`src/rtl/vga_timing_gen.sv`:
```
// vga_timing_gen: raster timing for 640x480@60 on the 25 MHz pixel clock.
// Walks a column/row counter pair over the full H_TOTAL x V_TOTAL raster and
// decodes the active-video qualifier, sync pulses and a once-per-frame tick.
//
// Ports:
//   vga_clk     in   pixel clock, the only clock
//   reset       in   synchronous, active-high reset
//   DrawX       out  current column, 0..H_TOTAL-1
//   DrawY       out  current row, 0..V_TOTAL-1
//   blank       out  1 = active video, 0 = blanking
//   hs          out  horizontal sync, active low
//   vs          out  vertical sync, active low
//   frame_tick  out  one-cycle pulse at (0, V_VISIBLE)
//   frame_count out  frames completed, mod 256
//
// Optional macro VGA_SYNC_ALIGN_EN: delays hs/vs by two extra registers so they
// line up with the two-cycle downstream RGB path. All other outputs unchanged.

module vga_timing_gen #(
  parameter int unsigned H_VISIBLE = 640,
  parameter int unsigned H_FP      = 16,
  parameter int unsigned H_SYNC    = 96,
  parameter int unsigned H_BP      = 48,
  parameter int unsigned V_VISIBLE = 480,
  parameter int unsigned V_FP      = 10,
  parameter int unsigned V_SYNC    = 2,
  parameter int unsigned V_BP      = 33
) (
  input  logic       vga_clk,
  input  logic       reset,
  output logic [9:0] DrawX,
  output logic [9:0] DrawY,
  output logic       blank,
  output logic       hs,
  output logic       vs,
  output logic       frame_tick,
  output logic [7:0] frame_count
);

  localparam int unsigned H_TOTAL = H_VISIBLE + H_FP + H_SYNC + H_BP;
  localparam int unsigned V_TOTAL = V_VISIBLE + V_FP + V_SYNC + V_BP;

  localparam logic [9:0] H_LAST     = 10'(H_TOTAL - 1);
  localparam logic [9:0] V_LAST     = 10'(V_TOTAL - 1);
  localparam logic [9:0] H_VIS      = 10'(H_VISIBLE);
  localparam logic [9:0] V_VIS      = 10'(V_VISIBLE);
  localparam logic [9:0] HS_START   = 10'(H_VISIBLE + H_FP);
  localparam logic [9:0] HS_END     = 10'(H_VISIBLE + H_FP + H_SYNC);
  localparam logic [9:0] VS_START   = 10'(V_VISIBLE + V_FP);
  localparam logic [9:0] VS_END     = 10'(V_VISIBLE + V_FP + V_SYNC);

  logic [9:0] r_x;
  logic [9:0] r_y;
  logic       r_blank;
  logic       r_hs;
  logic       r_vs;
  logic       r_tick;
  logic [7:0] r_fcnt;

  logic [9:0] w_x_nxt;
  logic [9:0] w_y_nxt;
  logic       w_blank_nxt;
  logic       w_hs_nxt;
  logic       w_vs_nxt;
  logic       w_tick_nxt;

  // Next raster position and the decode of that position, so the registered
  // qualifiers describe the same (DrawX, DrawY) they are presented with.
  always_comb begin
    w_x_nxt = r_x + 10'd1;
    w_y_nxt = r_y;
    if (r_x == H_LAST) begin
      w_x_nxt = 10'd0;
      if (r_y == V_LAST) begin
        w_y_nxt = 10'd0;
      end else begin
        w_y_nxt = r_y + 10'd1;
      end
    end
    w_blank_nxt = (w_x_nxt < H_VIS) && (w_y_nxt < V_VIS);
    w_hs_nxt    = !((w_x_nxt >= HS_START) && (w_x_nxt < HS_END));
    w_vs_nxt    = !((w_y_nxt >= VS_START) && (w_y_nxt < VS_END));
    w_tick_nxt  = (w_x_nxt == 10'd0) && (w_y_nxt == V_VIS);
  end

  // Raster counters and decoded outputs.
  always_ff @(posedge vga_clk) begin
    if (reset) begin
      r_x     <= 10'd0;
      r_y     <= 10'd0;
      r_blank <= 1'b1;
      r_hs    <= 1'b1;
      r_vs    <= 1'b1;
      r_tick  <= 1'b0;
    end else begin
      r_x     <= w_x_nxt;
      r_y     <= w_y_nxt;
      r_blank <= w_blank_nxt;
      r_hs    <= w_hs_nxt;
      r_vs    <= w_vs_nxt;
      r_tick  <= w_tick_nxt;
    end
  end

  // Frame counter advances on the edge that ends the tick cycle.
  always_ff @(posedge vga_clk) begin
    if (reset) begin
      r_fcnt <= 8'd0;
    end else if (r_tick) begin
      r_fcnt <= r_fcnt + 8'd1;
    end
  end

`ifdef VGA_SYNC_ALIGN_EN
  logic [1:0] r_hs_pipe;
  logic [1:0] r_vs_pipe;

  // Two-stage sync delay matching the ROM read + RGB register downstream.
  always_ff @(posedge vga_clk) begin
    if (reset) begin
      r_hs_pipe <= 2'b11;
      r_vs_pipe <= 2'b11;
    end else begin
      r_hs_pipe <= {r_hs_pipe[0], r_hs};
      r_vs_pipe <= {r_vs_pipe[0], r_vs};
    end
  end

  assign hs = r_hs_pipe[1];
  assign vs = r_vs_pipe[1];
`else
  assign hs = r_hs;
  assign vs = r_vs;
`endif

  assign DrawX       = r_x;
  assign DrawY       = r_y;
  assign blank       = r_blank;
  assign frame_tick  = r_tick;
  assign frame_count = r_fcnt;

endmodule

```
`config.mk`:
```
export PLATFORM = sky130hd
export DESIGN_NAME = vga_timing_gen
export DESIGN_NICKNAME = d
export VERILOG_FILES = /design/src/rtl/vga_timing_gen.sv
export SDC_FILE = /design/constraint.sdc
export NUM_CORES = 1
export LEC_CHECK = 0
export CAP_MARGIN = 20
export CORE_MARGIN = 2
export CORE_UTILIZATION = 50
export DETAILED_ROUTE_END_ITERATION = 12
export GPL_TIMING_DRIVEN = 0
export HOLD_SLACK_MARGIN = 0.15
export PLACE_DENSITY = 0.81
export SLEW_MARGIN = 10
export SYNTH_ARGS = -nofsm -noshare
export SYNTH_HDL_FRONTEND = slang
export SYNTH_SLANG_ARGS = --single-unit
```
`constraint.sdc`:
```
create_clock -name vga_clk -period 3.1 [get_ports vga_clk]
set_input_delay 0.93 -clock vga_clk [delete_from_list [all_inputs] [get_ports vga_clk]]
set_output_delay 0.93 -clock vga_clk [all_outputs]
set_load 0.02 [all_outputs]
```
==> metrics.csv <==
metric,value,unit
status,finished clean,
final WL,3.895,mm
"Max FO, Critical Path",6,
Total GRT Usage,20.31,%
"area leader, netlist",dfxtp_1,
layout net count,252,
P_sw,0.0001793,W
DRC,0,
CP endpoint kind,flop,
"Primary FF master, synth",dfxtp_1,
Area contributors post-synth,"dfxtp_1 37%, nor2_1 4.5%, xnor2_1 4.5%",
Post-CTS Resized,0,
Max stage delay on crit path,560,ps
slew at the pin closest to its max-slew limit,573.8,ps
Async SR Flop Fraction,0,%
area delta synth->final,27.27,%
Worst-path clk slew,100,ps
syn_nets,213,
startpoint types,flop,
Rows,21,
Inserted Diodes,0,
Final ANT Viol Nets,0,
clock root buffer,clkbuf_4,
routability cong.,0.8941,
Final Hold Fails,0,
min cycle time layout,2539,ps
FMAX,393.9,MHz
worst-path cell chain,ha_1 > nand4_1 > nor4_1 > o21ai_0 > a221oi_1 > and4bb_1,
port bufs,32,
Die Area,3955,µm²
CTS tree,built,
total grt overflow,0,
# IOs,34,
Avg WL per Cell,13.29,µm
Crit Path Category,flop to flop,
clk_lat worst skew,340,ps
Pwr Density,376.7,nW/µm²
post-synthesis sequential area ratio,36.94,%
setup violators final,0,
Synth Area per Inst,8.378,µm²
Reg power frac,51.1,%
clock buffer depth,2,
hold path depth,2,
vias in the first global route,1451,
synth unique cells,48,
first-pass GRT wire length,6.423,mm
Synth Cell Area,1734,µm²
clk sink count,32,
Num CTS Buffers,5,
clock power share,43.0,%
Die Ht,62.89,µm
Fin Setup TNS,0,ps
Max Cap Violations,0,
Post-CTS Hold Buffers,0,
Filler cells,308,
top-area cell type share of the netlist area,36.94,%
Detail Placement HPWL,2.834,mm
Final Cycle Share,81.89,%
post-synthesis register bit count,32,
"Arr. time, crit path",2820,ps
Max-slew headroom,61.54,%
via-per-instance ratio,5.635,
Critical Path RT,3380,ps
Lkg Pwr,0.7471,nW
Internal Pwr Total,0.0006521,W
Core Box Area,3337,µm²
final instance area,2207,µm²
"Core Util, Final",66.14,%
pin count of the biggest net entering global routing,11,
via count,1651,
initial core utilization,51.97,%
TritonRoute pass-1 iters,4,
Worst Hold Class,flop to flop,
clock skew,5.434,ps
Post-synth EDFFs,0,
area post-placement,2112,µm²
R2R cell count,6,
switching share of power,21.57,%
slowest cell on the critical path,nor4_1,
initial antenna violation count,0,
Die X,62.89,µm
Logic pwr share,5.9,%
Pins Over Slew Limit,0,
H-tree levels,2,
RSZ-0062 raised after global routing,no,
Mapped Cells,207,
DR iter-0 viols,69,
ratio of cells with drive above 1 in the final layout,7.287,%
Post-CTS Setup Inserts,0,
Peak VDD IR,0.0002962,V
Ys Warns,0,
-- per-stage QoR --
stage | std cells | total power (W) | setup WS [ps] | hold WS, ps
2_1_floorplan | 207 | 0.0004635 | 751.8 | 557.6
3_3_place_gp | 285 | 0.0004830 | 622.1 | 473.6
3_5_place_dp | 285 | 0.0004831 | 644.5 | 483.0
4_1_cts | 293 | 0.0008392 | 620.2 | 493.9
5_1_grt | 293 | 0.0008613 | 408.2 | 522.2
6_report | 293 | 0.0008314 | 561.3 | 489.1
-- Yosys cell counts, drive strengths merged (2+ instances only) --
library cell / number
a31o: 2
nand4b: 2
a21oi: 13
or2: 2
o211ai: 2
and4: 2
ha: 4
and3: 3
clkbuf: 9
nand2b: 2
nor4: 2
or4: 2
nor3b: 2
buf: 5
o21ai: 8
nand4: 8
xor2: 9
nand2: 10
nor3: 10
a21o: 2
or3: 8
xnor2: 9
nand3: 10
nor2: 21
dfxtp: 32
nor2b: 4
a221oi: 2
a211oi: 2
inv: 4
a31oi: 2
-- cells in the final DEF, fill, tap and decap left out, types with 5 or more instances in the layout --
cell             instances
a21oi_1                 12
clkbuf_1                 9
clkbuf_4                 5
clkdlybuf4s50_1         32
dfxtp_1                 32
nand2_1                 10
nand3_1                 10
nand4_1                  8
nor2_1                  21
nor3_1                   9
o21ai_0                  8
or3_1                    8
xnor2_1                  9
xor2_1                   9
-- power groups by stage --
| stage | combinational [W] | clock (W) | sequential, W |
|---|---|---|---|
| after global placement | 0.0000486 | 0 | 0.000434 |
| final | 0.0000491 | 0.000357 | 0.000425 |
| after CTS | 0.0000494 | 0.000365 | 0.000425 |
| after detailed placement | 0.0000491 | 0 | 0.000434 |
| after global routing | 0.0000536 | 0.000381 | 0.000426 |
| after floorplan | 0.0000243 | 0 | 0.000439 |
-- metal layers --
metal / GRT usage [%] / share of wire [%]
met5: 0 / 0
met4: 10.28 / 2.7
met3: 4.324 / 4.2
met1: 25.36 / 47
met2: 32.85 / 46
-- cells by family (layout without fill, tap and decap cells) --
kind of cell               after synthesis  after routing  share of synthesized area, %
AOI/OAI and AO/OA                       41             41                         15.80
DFF                                     32             32                         36.94
muxes                                    1              1                        0.5772
adders and majority gates                4              4                         2.886
and+or+nand+nor                         93             93                         30.59
xor gates and xnor gates                18             18                         9.091
buffers and inverters                   18             58                         4.112
-- registers in the layout, indices dropped and copies added, names as in the netlist --
name	flops
frame_tick	1
DrawX	10
frame_count	8
hs	1
vs	1
blank	1
DrawY	10
-- final timing paths --
kind	start	end	slack [ps]
max	DrawX[0]	frame_tick	560
min reg2reg	frame_count[7]	frame_count[7]	490
max reg2reg	DrawX[0]	frame_tick	560
min	frame_count[7]	frame_count[7]	490
-- final cells by class --
type / count / area, µm² / area share [%]
Buffer: 14 / 56.30 / 2.551
Clock buffer: 7 / 65.06 / 2.948
Clock inverter: 1 / 30.03 / 1.361
Inverter: 4 / 15.01 / 0.6803
Multi-Input combinational cell: 157 / 1022 / 46.32
Sequential cell: 32 / 640.6 / 29.02
Tap cell: 46 / 57.56 / 2.608
Timing Repair Buffer: 32 / 320.3 / 14.51
-- critical path, delay by kind of cell (launching register included) --
kind / cells / cell delay (ps)
adders and majority gates: 1 / 320
DFF: 1 / 450
AOI/OAI and AO/OA: 2 / 640
and+or+nand+nor: 3 / 1080
Power figures use the tool's default switching activity.
